File: config.mk
export PLATFORM = sky130hd
export DESIGN_NAME = biu_arb2
export DESIGN_NICKNAME = d
export VERILOG_FILES = /design/src/rtl/biu_arb2.sv
export SDC_FILE = /design/constraint.sdc
export NUM_CORES = 1
export LEC_CHECK = 0
export ABC_AREA = 1
export BUFFER_PORTS_ARGS = -buffer_cell sky130_fd_sc_hd__buf_2
export CAP_MARGIN = 20
export CORE_AREA = 2 2 168 170
export CTS_BUF_LIST = sky130_fd_sc_hd__clkbuf_2 sky130_fd_sc_hd__clkbuf_4 sky130_fd_sc_hd__clkbuf_8
export CTS_CLUSTER_SIZE = 20
export DETAILED_ROUTE_END_ITERATION = 10
export DIE_AREA = 0 0 170 172
export PLACE_DENSITY_LB_ADDON = 0.3
export SYNTH_ARGS = -nofsm -noshare
export SYNTH_HDL_FRONTEND = slang
export SYNTH_SLANG_ARGS = --single-unit
File: constraint.sdc
create_clock -name HCLK -period 3.88 [get_ports HCLK]
set_input_delay 0.776 -clock HCLK [delete_from_list [all_inputs] [get_ports HCLK]]
set_output_delay 0.776 -clock HCLK [all_outputs]
set_load 0.02 [all_outputs]
File: src/rtl/biu_arb2.sv
// Two-requester arbiter in front of a single biu_ahb3lite instance.
// Requester 0 is instruction fetch, requester 1 is data access. Ownership is held until
// every beat of every accepted transfer has been acknowledged.

package biu_arb2_pkg;
  typedef logic [2:0] biu_size_t;
  typedef logic [2:0] biu_type_t;
  typedef logic [2:0] biu_prot_t;

  localparam biu_type_t SINGLE = 3'b000;
  localparam biu_type_t INCR   = 3'b001;
  localparam biu_type_t WRAP4  = 3'b010;
  localparam biu_type_t INCR4  = 3'b011;
  localparam biu_type_t WRAP8  = 3'b100;
  localparam biu_type_t INCR8  = 3'b101;
  localparam biu_type_t WRAP16 = 3'b110;
  localparam biu_type_t INCR16 = 3'b111;
endpackage

module biu_arb2
  import biu_arb2_pkg::*;
#(
  parameter int unsigned DATA_SIZE   = 32,
  parameter int unsigned ADDR_SIZE   = DATA_SIZE,
  parameter int unsigned MAX_PENDING = 32
) (
  input  logic                 HRESETn,
  input  logic                 HCLK,

  // Requester 0 (instruction fetch)
  input  logic                 m0_stb_i,
  output logic                 m0_stb_ack_o,
  output logic                 m0_d_ack_o,
  input  logic [ADDR_SIZE-1:0] m0_adri_i,
  output logic [ADDR_SIZE-1:0] m0_adro_o,
  input  biu_size_t            m0_size_i,
  input  biu_type_t            m0_type_i,
  input  biu_prot_t            m0_prot_i,
  input  logic                 m0_lock_i,
  input  logic                 m0_we_i,
  input  logic [DATA_SIZE-1:0] m0_d_i,
  output logic [DATA_SIZE-1:0] m0_q_o,
  output logic                 m0_ack_o,
  output logic                 m0_err_o,

  // Requester 1 (data access)
  input  logic                 m1_stb_i,
  output logic                 m1_stb_ack_o,
  output logic                 m1_d_ack_o,
  input  logic [ADDR_SIZE-1:0] m1_adri_i,
  output logic [ADDR_SIZE-1:0] m1_adro_o,
  input  biu_size_t            m1_size_i,
  input  biu_type_t            m1_type_i,
  input  biu_prot_t            m1_prot_i,
  input  logic                 m1_lock_i,
  input  logic                 m1_we_i,
  input  logic [DATA_SIZE-1:0] m1_d_i,
  output logic [DATA_SIZE-1:0] m1_q_o,
  output logic                 m1_ack_o,
  output logic                 m1_err_o,

  // BIU side
  output logic                 biu_stb_o,
  input  logic                 biu_stb_ack_i,
  input  logic                 biu_d_ack_i,
  output logic [ADDR_SIZE-1:0] biu_adri_o,
  input  logic [ADDR_SIZE-1:0] biu_adro_i,
  output biu_size_t            biu_size_o,
  output biu_type_t            biu_type_o,
  output biu_prot_t            biu_prot_o,
  output logic                 biu_lock_o,
  output logic                 biu_we_o,
  output logic [DATA_SIZE-1:0] biu_d_o,
  input  logic [DATA_SIZE-1:0] biu_q_i,
  input  logic                 biu_ack_i,
  input  logic                 biu_err_i,

  // Status
  output logic [1:0]           owner_o
);

  localparam int unsigned CntW = $clog2(MAX_PENDING + 1);

  typedef enum logic [1:0] {StIdle, StOwn0, StOwn1} state_t;

  state_t          state_q, state_d;
  logic            last_q, last_d;
  logic [CntW-1:0] cnt_q, cnt_d;

  logic        own0, own1;
  logic        owner_stb, owner_lock;
  logic [4:0]  beat_cnt;
  logic [31:0] need;
  logic        admit;
  logic        accept;

  // Beats one accepted strobe of the given burst type will return.
  function automatic logic [4:0] beats(input biu_type_t t);
    case (t)
      SINGLE, INCR:   beats = 5'd1;
      WRAP4,  INCR4:  beats = 5'd4;
      WRAP8,  INCR8:  beats = 5'd8;
      default:        beats = 5'd16;
    endcase
  endfunction

  assign own0 = (state_q == StOwn0);
  assign own1 = (state_q == StOwn1);

  // Forward the owner's request to the BIU; requester 0 drives the bus while idle.
  always_comb begin
    biu_adri_o = own1 ? m1_adri_i : m0_adri_i;
    biu_size_o = own1 ? m1_size_i : m0_size_i;
    biu_type_o = own1 ? m1_type_i : m0_type_i;
    biu_prot_o = own1 ? m1_prot_i : m0_prot_i;
    biu_we_o   = own1 ? m1_we_i   : m0_we_i;
    biu_d_o    = own1 ? m1_d_i    : m0_d_i;
    owner_stb  = (own0 & m0_stb_i)  | (own1 & m1_stb_i);
    owner_lock = (own0 & m0_lock_i) | (own1 & m1_lock_i);
    beat_cnt   = beats(biu_type_o);
    // Hold back a strobe whose beats would overflow the pending counter.
    need       = 32'(cnt_q) + 32'(beat_cnt);
    admit      = (need <= MAX_PENDING);
    biu_stb_o  = owner_stb & admit;
    biu_lock_o = owner_lock;
    accept     = biu_stb_o & biu_stb_ack_i;
    owner_o    = {own1, own0};
  end

  // Route handshakes to the owner only; read data and address go to both.
  always_comb begin
    m0_stb_ack_o = own0 & biu_stb_ack_i;
    m0_d_ack_o   = own0 & biu_d_ack_i;
    m0_ack_o     = own0 & biu_ack_i;
    m0_err_o     = own0 & biu_err_i;
    m1_stb_ack_o = own1 & biu_stb_ack_i;
    m1_d_ack_o   = own1 & biu_d_ack_i;
    m1_ack_o     = own1 & biu_ack_i;
    m1_err_o     = own1 & biu_err_i;
    m0_q_o       = biu_q_i;
    m1_q_o       = biu_q_i;
    m0_adro_o    = biu_adro_i;
    m1_adro_o    = biu_adro_i;
  end

  // Pending beats: add on accepted strobe, subtract on each ack, clear on error.
  always_comb begin
    cnt_d = cnt_q;
    if (accept) begin
      cnt_d = cnt_d + CntW'(beat_cnt);
    end
    if (biu_ack_i) begin
      cnt_d = cnt_d - CntW'(1);
    end
    if (biu_err_i) begin
      cnt_d = '0;
    end
  end

  // Ownership: round-robin grant from idle, release once drained, unstrobed and unlocked.
  always_comb begin
    state_d = state_q;
    last_d  = last_q;
    case (state_q)
      StIdle: begin
        if (m0_stb_i && (!m1_stb_i || last_q)) begin
          state_d = StOwn0;
          last_d  = 1'b0;
        end else if (m1_stb_i) begin
          state_d = StOwn1;
          last_d  = 1'b1;
        end
      end
      StOwn0: begin
        if (cnt_d == '0 && !m0_stb_i && !m0_lock_i) begin
          if (m1_stb_i) begin
            state_d = StOwn1;
            last_d  = 1'b1;
          end else begin
            state_d = StIdle;
          end
        end
      end
      StOwn1: begin
        if (cnt_d == '0 && !m1_stb_i && !m1_lock_i) begin
          if (m0_stb_i) begin
            state_d = StOwn0;
            last_d  = 1'b0;
          end else begin
            state_d = StIdle;
          end
        end
      end
      default: state_d = StIdle;
    endcase
  end

  // State registers; last resets to 1 so requester 0 wins the first contention.
  always_ff @(posedge HCLK or negedge HRESETn) begin
    if (!HRESETn) begin
      state_q <= StIdle;
      last_q  <= 1'b1;
      cnt_q   <= '0;
    end else begin
      state_q <= state_d;
      last_q  <= last_d;
      cnt_q   <= cnt_d;
    end
  end

endmodule

Yosys cells after proc, flatten, opt, wreduce, memory -nomap -nowiden
Index checks and enable logic that the tools add are counted.
Widths: inputs -> output; s select.
{"block": "totals", "regBits": 9, "inputBits": 222, "elab_cells": 76}
{"block": "classes", "n_addsub": 3, "n_lt_le_gt_ge": 1, "n_eq_ne": 11, "mux": 23, "bitwise_logic": 16, "n_reduce_logical": 19}
{"cell": "$mux 32", "n": 2}
{"cell": "$mux 6", "n": 3}
{"cell": "$pmux 5 s3", "n": 1}
{"cell": "$and 1x1->1", "n": 14}
{"cell": "$mux 2", "n": 5}
{"cell": "$mux 3", "n": 3}
{"cell": "$add 6x5->7", "n": 1}
{"cell": "$le 7x6->1 const B", "n": 1}
{"cell": "$mux 1", "n": 7}
{"cell": "$add 6x5->6", "n": 1}
{"cell": "$eq 3x2->1 const B", "n": 2}
{"cell": "$eq 3x3->1 const B", "n": 2}
{"cell": "$logic_not 6->1", "n": 1}
{"cell": "$pmux 2 s3", "n": 1}
{"cell": "$reduce_or 2->1", "n": 3}
{"cell": "$sub 6x1->6 const B", "n": 1}
{"cell": "$logic_and 1x1->1", "n": 5}
{"cell": "$logic_not 1->1", "n": 4}
{"cell": "$ne 2x1->1 const B", "n": 2}
{"cell": "$reduce_and 4->1", "n": 1}
{"cell": "$eq 3x1->1 const B", "n": 1}
{"cell": "$logic_not 3->1", "n": 1}
{"cell": "$ne 3x3->1 const B", "n": 1}
{"cell": "$pmux 1 s3", "n": 1}
{"cell": "8 further kinds", "n": 9}

Depth between registers and ports, before layout
Gate-level depths: netlist of the first run.
{"block": "logic_depth", "word_depth": 18, "depth_mapped": 32, "mapped_depth_nobuf": 31}

Least setup slack after synthesis of the first run
OpenSTA, ideal clock, no wires.
{"block": "synth_timing", "path_kind": "reg-to-reg", "startpoint": "register state_q[0]", "endpoint": "register state_q[0]", "setup_ns": 0.117, "t_arrival_ns": 3.931, "required_ns": 3.763, "setup_slack_ns": -0.168, "path_stages_with_launch": 28, "n_path_buf": 1, "period_less_slack_ns": 4.048, "path_cell_list": "dfrtp_1 -> inv_1 -> ha_1 -> clkbuf_1 -> o21ai_0 -> inv_1 -> nor2_1 -> ha_1 -> xnor2_1 -> nand2_1 -> nor2_1 -> nand2_1 -> nand2_4 -> nand4_1 -> nand2_1 -> inv_1 -> ha_1 -> a21oi_1 -> o21ai_2 -> nand2_1 -> nor2_1 -> nand2_1 -> nor2_2 -> nand3_1 -> nand2_2 -> nand3_2 -> nand2_1 -> nand2_1"}
{"block": "synth_between", "elab_chain_cells": 18, "elab_cells_between_ends": 36}
{"element": "start, declared", "line": "86", "rtl": "state_t state_q, state_d;"}
{"element": "start signal, assigned", "line": "201", "rtl": "state_q <= StIdle;"}
{"element": "start signal, assigned", "line": "205", "rtl": "state_q <= state_d;"}
{"element": "$eq 2x2->1 (*)", "line": "108", "rtl": "assign own1 = (state_q == StOwn1);"}
{"element": "named net own1", "line": "90", "rtl": "logic own0, own1;"}
{"element": "$mux 3 (*)", "line": "114", "rtl": "biu_type_o = own1 ? m1_type_i : m0_type_i;"}
{"element": "named net biu_type_o[1]", "line": "69", "rtl": "output biu_type_t biu_type_o,"}
{"element": "$eq 3x3->1 (tied with other cells)", "line": "99", "rtl": "case (t)"}
{"element": "$reduce_or 2->1", "line": "99"}
{"element": "$pmux 5 s3 (*)", "line": "99"}
{"element": "$add 6x5->7", "line": "122", "rtl": "need = 32'(cnt_q) + 32'(beat_cnt);"}
{"element": "[... 3 more ...]"}
{"element": "$mux 6 (*)", "line": "149", "rtl": "if (accept) begin"}
{"element": "$sub 6x1->6", "line": "153", "rtl": "cnt_d = cnt_d - CntW'(1);"}
{"element": "$mux 6 (*)", "line": "152", "rtl": "if (biu_ack_i) begin"}
{"element": "$mux 6 (*)", "line": "155", "rtl": "if (biu_err_i) begin"}
{"element": "$logic_not 6->1 (*)", "line": "175, 185"}
{"element": "$logic_and 1x1->1 (on tied branches) (2 in series)", "line": "185, 175"}
{"element": "$ne 2x1->1 (no line)"}
{"element": "$reduce_and 3->1 (no line) (*)"}
Mark *: on every way through the listed nets, which the timed path passes. The rest lies on a longest branch.
A chain may end at the register's enable or synchronous reset.

Worst setup path after layout of the first run
{"block": "layout_timing", "startpoint": "register state_q[0]", "endpoint": "register state_q[1]"}
{"block": "layout_between", "elab_chain_cells": 18, "elab_cells_between_ends": 36}
{"element": "$eq 2x2->1", "line": "108"}
{"element": "$mux 3", "line": "114"}
{"element": "$eq 3x3->1 (tied with other cells)", "line": "99"}
{"element": "$reduce_or 2->1", "line": "99"}
{"element": "$pmux 5 s3", "line": "99"}
{"element": "$add 6x5->7", "line": "122"}
{"element": "$le 7x6->1", "line": "123", "rtl": "admit = (need <= MAX_PENDING);"}
{"element": "$and 1x1->1", "line": "124", "rtl": "biu_stb_o = owner_stb & admit;"}
{"element": "[... 2 more ...]"}
{"element": "$sub 6x1->6", "line": "153"}
{"element": "$mux 6 (*)", "line": "152"}
{"element": "$mux 6 (*)", "line": "155"}
{"element": "named net cnt_d[2]", "line": "88", "rtl": "logic [CntW-1:0] cnt_q, cnt_d;"}
{"element": "$logic_not 6->1 (*)", "line": "175, 185"}
{"element": "$logic_and 1x1->1 (on tied branches) (2 in series)", "line": "185, 175"}
{"element": "$ne 2x1->1 (no line)"}
{"element": "$reduce_and 3->1 (no line) (*)"}
Marks and branches as above.

==> results.tsv, run 1 <==
metric	value	unit
Synth Net Count	786	
FMAX	0.2854	GHz
final hold violation count	0	
share of the cycle needed by the critical path after routing	90.31	%
CTS Root Buffer Type	sky130_fd_sc_hd__clkbuf_8	
relative slew slack	41.31	%
sequential cell area fraction in the yosys report	7.427	%
number of buffers added by the clock tree synthesis step	3	
Ant. Diodes	0	
CTS Buffer Depth	2	
number of global-route vias before repair	3010	
final antenna-violating net count	0	
Critical Path Start Type	register	
total congestion overflow after global routing	0	
cell type with the highest occurrence count on the critical path	sky130_fd_sc_hd__nand2_1	
flop and latch count out of synthesis	9	
area share of the largest cell type after synthesis	32.75	%
clock slew at the register clock pins of the worst setup and hold paths	0.05	ns
mean cell area of the mapped netlist	5.504	µm²
post-layout instance count excluding filler cells	1008	
register-to-register setup slack	0.38	ns
Crit path max-delay family	simple AND/OR/NAND/NOR gates	
Worst path max stage delay	0.42	ns
vias per cell	3.404	
global placer's final weighted congestion	0.7940	
worst-path maximum fanout	8	
cells after synthesis	554	
depth of the most critical reg-to-reg path	30	
worst ir drop on vdd	0.0002270	V
largest area contributor in the netlist	sky130_fd_sc_hd__nand2_1	
WP data required	4.00	ns
number of pins exceeding their max-slew limit in the final report	0	
core area	27480	µm²
crit path from	state_q[0]	
setup-violating endpoint count in the final report	0	
HPWL Detailed	12.05	mm
total number of H-tree levels	1	
count of routing violations after the opening detailed-route iteration	135	
run status	finished, final reports clean	
crit path kind	reg -> reg	
initial antenna violation count	0	
clock sink count	9	
element type at the critical path end	register	
TritonCTS clock tree	done	
PwrDens	634.1	nW/µm²
height of the die	172	µm
biggest area contributors in the synthesized netlist	sky130_fd_sc_hd__nand2_1 (33%), sky130_fd_sc_hd__buf_4 (32%), sky130_fd_sc_hd__dfrtp_1 (6.6%)	
overall fraction of global-route tracks in use	8.659	%
worst min-delay path class	in -> async	
most common library cell in the layout ignoring fill and taps	sky130_fd_sc_hd__nand2_1	
number of nets in the layout	895	
hold slack	0.3892	ns
wire length per cell	13.95	µm
clock latency on the worst-skew pair	0.23	ns
die area	29240	µm²
synthesis-to-layout area growth	25.73	%
final wirelength	14.06	mm
maximum clock skew at final layout	0.002686	ns
Critical Path AT	3.62	ns
Die Width	170	µm
Leakage Power	2.428	nW
layout cell share with drive strength beyond 1	43.96	%
critical path buffer and inverter count	3	
highest-count cells in the layout ignoring fill and taps	sky130_fd_sc_hd__nand2_1 (265), sky130_fd_sc_hd__buf_2 (243), sky130_fd_sc_hd__inv_1 (40)	
transition at the pin with the smallest max-transition slack	0.8804	ns
final total power	0.002431	W
global-route wire length before repair	18.93	mm
post-detailed-route DRC marker count	0	
top-level I/O count	436	
Crit Reg-Reg Startpoint	state_q[0]	
clock period minus final worst setup slack	3.504	ns
end of the worst register-to-register path	state_q[1]	
Yosys cell types	33	
total standard cell area after synthesis	3049	µm²
Hold Buf Count CTS	0	
number of rows created at floorplan	61	
Starting Density	11.10	%
routed vias	3431	
cell with the largest stage delay on the worst path	sky130_fd_sc_hd__dfrtp_1	
Synth Warn #	0	
maximum capacitance violations	0	
Placed Cells incl. Taps	999	
maximum number of pins on one net before global-route repair	81	
number of port buffers	243	
router iterations before antenna repair	4	
kinds of logic (layout without fill, tap and decap cells):
family,after synthesis,in the layout,synth area share (%)
xor gates and xnor gates,1,1,0.2873
adders and majority gates,10,10,4.103
DFF,9,9,7.427
and+or+nand+nor,325,325,44.97
AOI/OAI and AO/OA,17,17,3.365
buffers and inverters,192,300,39.84
per-layer routing:
layer	GRT usage [%]	vias to the layer above	wire, µm
li1	-	1762	-
met2	14.61	219	6835
met3	3.479	19	1527
met1	10.37	1431	5516
met4	1.858	0	184
met5	0	-	0
sequential cells by signal, indices dropped and copies added, names as in the netlist:
name,count
cnt_q,6
state_q,2
last_q,1
report_power, final:
group          switching [W]  internal, W  total, W
Sequential         0.0000440     0.000132  0.000177
Clock              0.0000371    0.0000700  0.000107
Combinational        0.00144     0.000710   0.00215
layout make-up:
| class | count | area, µm² |
|---|---|---|
| Timing Repair Buffer | 253 | 1291 |
| Clock buffer | 3 | 41.29 |
| Tap cell | 346 | 432.9 |
| Fill cell | 3285 | 23640 |
| Sequential cell | 9 | 226.5 |
| Inverter | 43 | 162.7 |
| Multi-Input combinational cell | 353 | 1674 |
| Clock inverter | 1 | 5.005 |
worst reg2reg max path: cells and delay by family (launching register included):
| family | cells | cell delay (ns) |
|---|---|---|
| buf+inv | 3 | 0.23 |
| simple gates | 22 | 1.83 |
| flops | 1 | 0.42 |
| fa+ha+maj | 3 | 0.78 |
| compound gates | 2 | 0.13 |
cells in the mapped netlist (all sizes together):
master,n
nand2,275
ha,10
a31oi,1
nand4,10
xnor2,1
o22ai,1
nand3b,2
and2,1
clkinv,1
a22o,1
o21ai,7
clkbuf,14
buf,135
a21oi,7
dfstp,1
nand3,19
dfrtp,8
nor3,1
inv,42
nor2,17
worst max-delay path by stage:
stage	cells after the start	end	slack [ns]
after floorplan	28	state_q[0]	0.05
after global placement	26	state_q[1]	0.14
after detailed placement	26	state_q[1]	0.09
after CTS	26	state_q[1]	0.22
after global routing	29	state_q[1]	-0.02
final	30	state_q[1]	0.38
through the flow:
stage	cell area (µm²)	setup WS (ns)	setup TNS (ns)	util (%)
2_1_floorplan	3049	0.04574	0	-
3_3_place_gp	3696	0.1449	0	13.45
3_5_place_dp	3696	0.08563	0	13.45
4_1_cts	3742	0.2184	0	13.62
5_1_grt	3834	-0.01988	-0.02183	13.95
6_report	3834	0.3761	0	13.95
what timing repair did:
action / 4_1_cts / 5_1_grt
resized for setup: 0 / 11
buffers inserted: 0 / 5
setup endpoints to repair: 0 / 3
(Power assumes the default switching activity.)
==> run 2, diff against run 1 <==
--- a/config.mk
+++ b/config.mk
@@ -8,12 +8,15 @@
 export ABC_AREA = 1
 export BUFFER_PORTS_ARGS = -buffer_cell sky130_fd_sc_hd__buf_2
 export CAP_MARGIN = 20
-export CORE_AREA = 2 2 168 170
+export CELL_PAD_IN_SITES_DETAIL_PLACEMENT = 0
+export CELL_PAD_IN_SITES_GLOBAL_PLACEMENT = 2
+export CORE_ASPECT_RATIO = 0.9
+export CORE_UTILIZATION = 11
 export CTS_BUF_LIST = sky130_fd_sc_hd__clkbuf_2 sky130_fd_sc_hd__clkbuf_4 sky130_fd_sc_hd__clkbuf_8
 export CTS_CLUSTER_SIZE = 20
 export DETAILED_ROUTE_END_ITERATION = 10
-export DIE_AREA = 0 0 170 172
 export PLACE_DENSITY_LB_ADDON = 0.3
 export SYNTH_ARGS = -nofsm -noshare
 export SYNTH_HDL_FRONTEND = slang
 export SYNTH_SLANG_ARGS = --single-unit
+export TNS_END_PERCENT = 10
==> run 2 against run 1 <==
Global-route usage shrank 0.64 points. Die area shrank 2.9%. Non-clock buffer count decreased by 1. Critical path depth is the same. Cell area grew 0.36%. Via count shrank 2.0%. Clock skew rose by 0.0085 ns. Hold slack worse by 0.0054 ns. Final cell count rose by 0.69%. Routed wire length decreased by 14%. Register-to-register slack barely moved.
==> results.tsv, run 2 (synthesized netlist as in run 1, its figures left out) <==
metric	value	unit
run status	finished, final reports clean	
worst ir drop on vdd	0.0001586	V
count of routing violations after the opening detailed-route iteration	97	
Starting Density	11.25	%
worst-path maximum fanout	6	
final total power	0.002429	W
met1 routing resource usage after global routing	9.298	%
top register by number of flip-flops	cnt_q	
post-layout instance count excluding filler cells	1015	
cell type with the highest occurrence count on the critical path	sky130_fd_sc_hd__nand2_1	
number of pins exceeding their max-slew limit in the final report	0	
end of the worst register-to-register path	state_q[1]	
fin util	14.20	%
share of the cycle needed by the critical path after routing	90.05	%
final hold violation count	0	
core area	27100	µm²
PwrDens	631.4	nW/µm²
number of buffers added by the clock tree synthesis step	3	
WP data required	4.00	ns
maximum capacitance violations	0	
crit path kind	reg -> reg	
global routing usage on met3	2.381	%
synthesis-to-layout area growth	26.18	%
total congestion overflow after global routing	0	
clock latency on the worst-skew pair	0.24	ns
Crit Reg-Reg Startpoint	state_q[0]	
router iterations before antenna repair	4	
setup repair after global routing missed its margin	false	
final antenna-violating net count	0	
wire length per cell	11.87	µm
clock slew at the register clock pins of the worst setup and hold paths	0.06	ns
clock sink count	9	
routed vias	3361	
Die Width	177.5	µm
maximum clock skew at final layout	0.01114	ns
Placed Cells incl. Taps	1009	
Ant. Diodes	0	
highest-count cells in the layout ignoring fill and taps	sky130_fd_sc_hd__nand2_1 (262), sky130_fd_sc_hd__buf_2 (243), sky130_fd_sc_hd__inv_1 (39)	
most common library cell in the layout ignoring fill and taps	sky130_fd_sc_hd__nand2_1	
total number of H-tree levels	1	
Critical Path Start Type	register	
post-detailed-route DRC marker count	0	
global placer's final weighted congestion	0.6904	
maximum number of pins on one net before global-route repair	73	
layout cell share with drive strength beyond 1	44.93	%
vias per cell	3.311	
met2 layer usage reported by global route	13.92	%
top-level I/O count	436	
clock period minus final worst setup slack	3.494	ns
setup-violating endpoint count in the final report	0	
transition at the pin with the smallest max-transition slack	0.8091	ns
total negative slack	0	ns
number of global-route vias before repair	3165	
flip-flop count of the largest register, all copies and words added	6	
relative slew slack	46.06	%
number of nets in the layout	894	
HPWL Detailed	10.01	mm
registers with the most flip-flops	cnt_q x6, state_q x2, last_q x1	
FMAX	0.2862	GHz
register-to-register setup slack	0.39	ns
TritonCTS clock tree	done	
overall fraction of global-route tracks in use	8.022	%
CTS Buffer Depth	2	
cell with the largest stage delay on the worst path	sky130_fd_sc_hd__dfrtp_1	
CTS Root Buffer Type	sky130_fd_sc_hd__clkbuf_8	
height of the die	160.0	µm
die area	28390	µm²
Worst path max stage delay	0.39	ns
global-route wire length before repair	17.77	mm
initial antenna violation count	0	
worst min-delay path class	in -> async	
element type at the critical path end	register	
number of inserted filler cells in the final layout	3233	
number of rows created at floorplan	57	
Leakage Power	2.417	nW
depth of the most critical reg-to-reg path	30	
final wirelength	12.05	mm
Most Used Layer, Global Route	met2	
number of port buffers	243	
Critical Path AT	3.62	ns
==> run 2: cell types whose count changed in the layout (fill, tap and decap cells not counted), moves of 2 or more <==
cell / before / now
sky130_fd_sc_hd__nor2_1: 12 / 10
sky130_fd_sc_hd__nor2_2: 3 / 5
sky130_fd_sc_hd__nand2_2: 9 / 11
sky130_fd_sc_hd__ha_2: 0 / 3
sky130_fd_sc_hd__nand2_1: 265 / 262
sky130_fd_sc_hd__ha_1: 8 / 6
==> run 2: how the worst max path moves through the flow <==
stage	from	to	slack, ns	depth (start not counted)
floorplan	state_q[0]	state_q[0]	0.05	28
global placement	m0_type_i[2]	state_q[1]	0.07	26
detailed placement	m0_type_i[2]	state_q[1]	0.03	27
CTS	state_q[0]	state_q[1]	0.17	28
global route	state_q[0]	state_q[1]	0.003	23
finish	state_q[0]	state_q[1]	0.39	30
==> run 2: cell type report <==
cell class | instances | area (µm²) | share of cell area, %
clock buffer | 4 | 48.80 | 1.268
inverter | 43 | 162.7 | 4.228
multi-input combinational | 353 | 1683 | 43.74
sequential | 9 | 226.5 | 5.886
tap | 354 | 442.9 | 11.51
timing repair buffer | 252 | 1284 | 33.37
==> run 2: per-stage QoR <==
step,cell area [µm²],setup WS [ns],hold slack (ns)
after CTS,3770,0.1723,0.4005
after global placement,3721,0.07012,0.4784
after global routing,3847,0.002749,0.3995
final,3847,0.3859,0.3838
after floorplan,3049,0.04574,0.4568
after detailed placement,3721,0.02534,0.4821
==> run 2: power breakdown <==
group / total, W / leakage [nW] / switching [W] / internal, W
Combinational: 0.00213 / 2.28 / 0.00143 / 0.000706
Sequential: 0.000173 / 0.115 / 0.0000403 / 0.000132
Clock: 0.000123 / 0.0262 / 0.0000443 / 0.0000791
==> run 2: repair_timing <==
action / in CTS / in global routing
resized for setup: 0 / 18
setup buffers: 0 / 2
setup endpoints to repair: 0 / 3
hold buffers: 0 / 0
==> run 2: critical path: cells and delay by family, from the launching register on <==
kind	cells	cell delay [ns]
AO/OA/AOI/OAI	3	0.31
flip-flops	1	0.39
adder cells (fa/ha/maj)	3	0.73
AND/OR/NAND/NOR	20	1.63
buffers and inverters	4	0.29
==> run 2: per-layer routing <==
metal  up-vias  part of all wire [%]
li1       1757                     -
met1      1405                    40
met2       169                    48
met3        30                   8.5
met4         0                   2.8
met5         -                     0
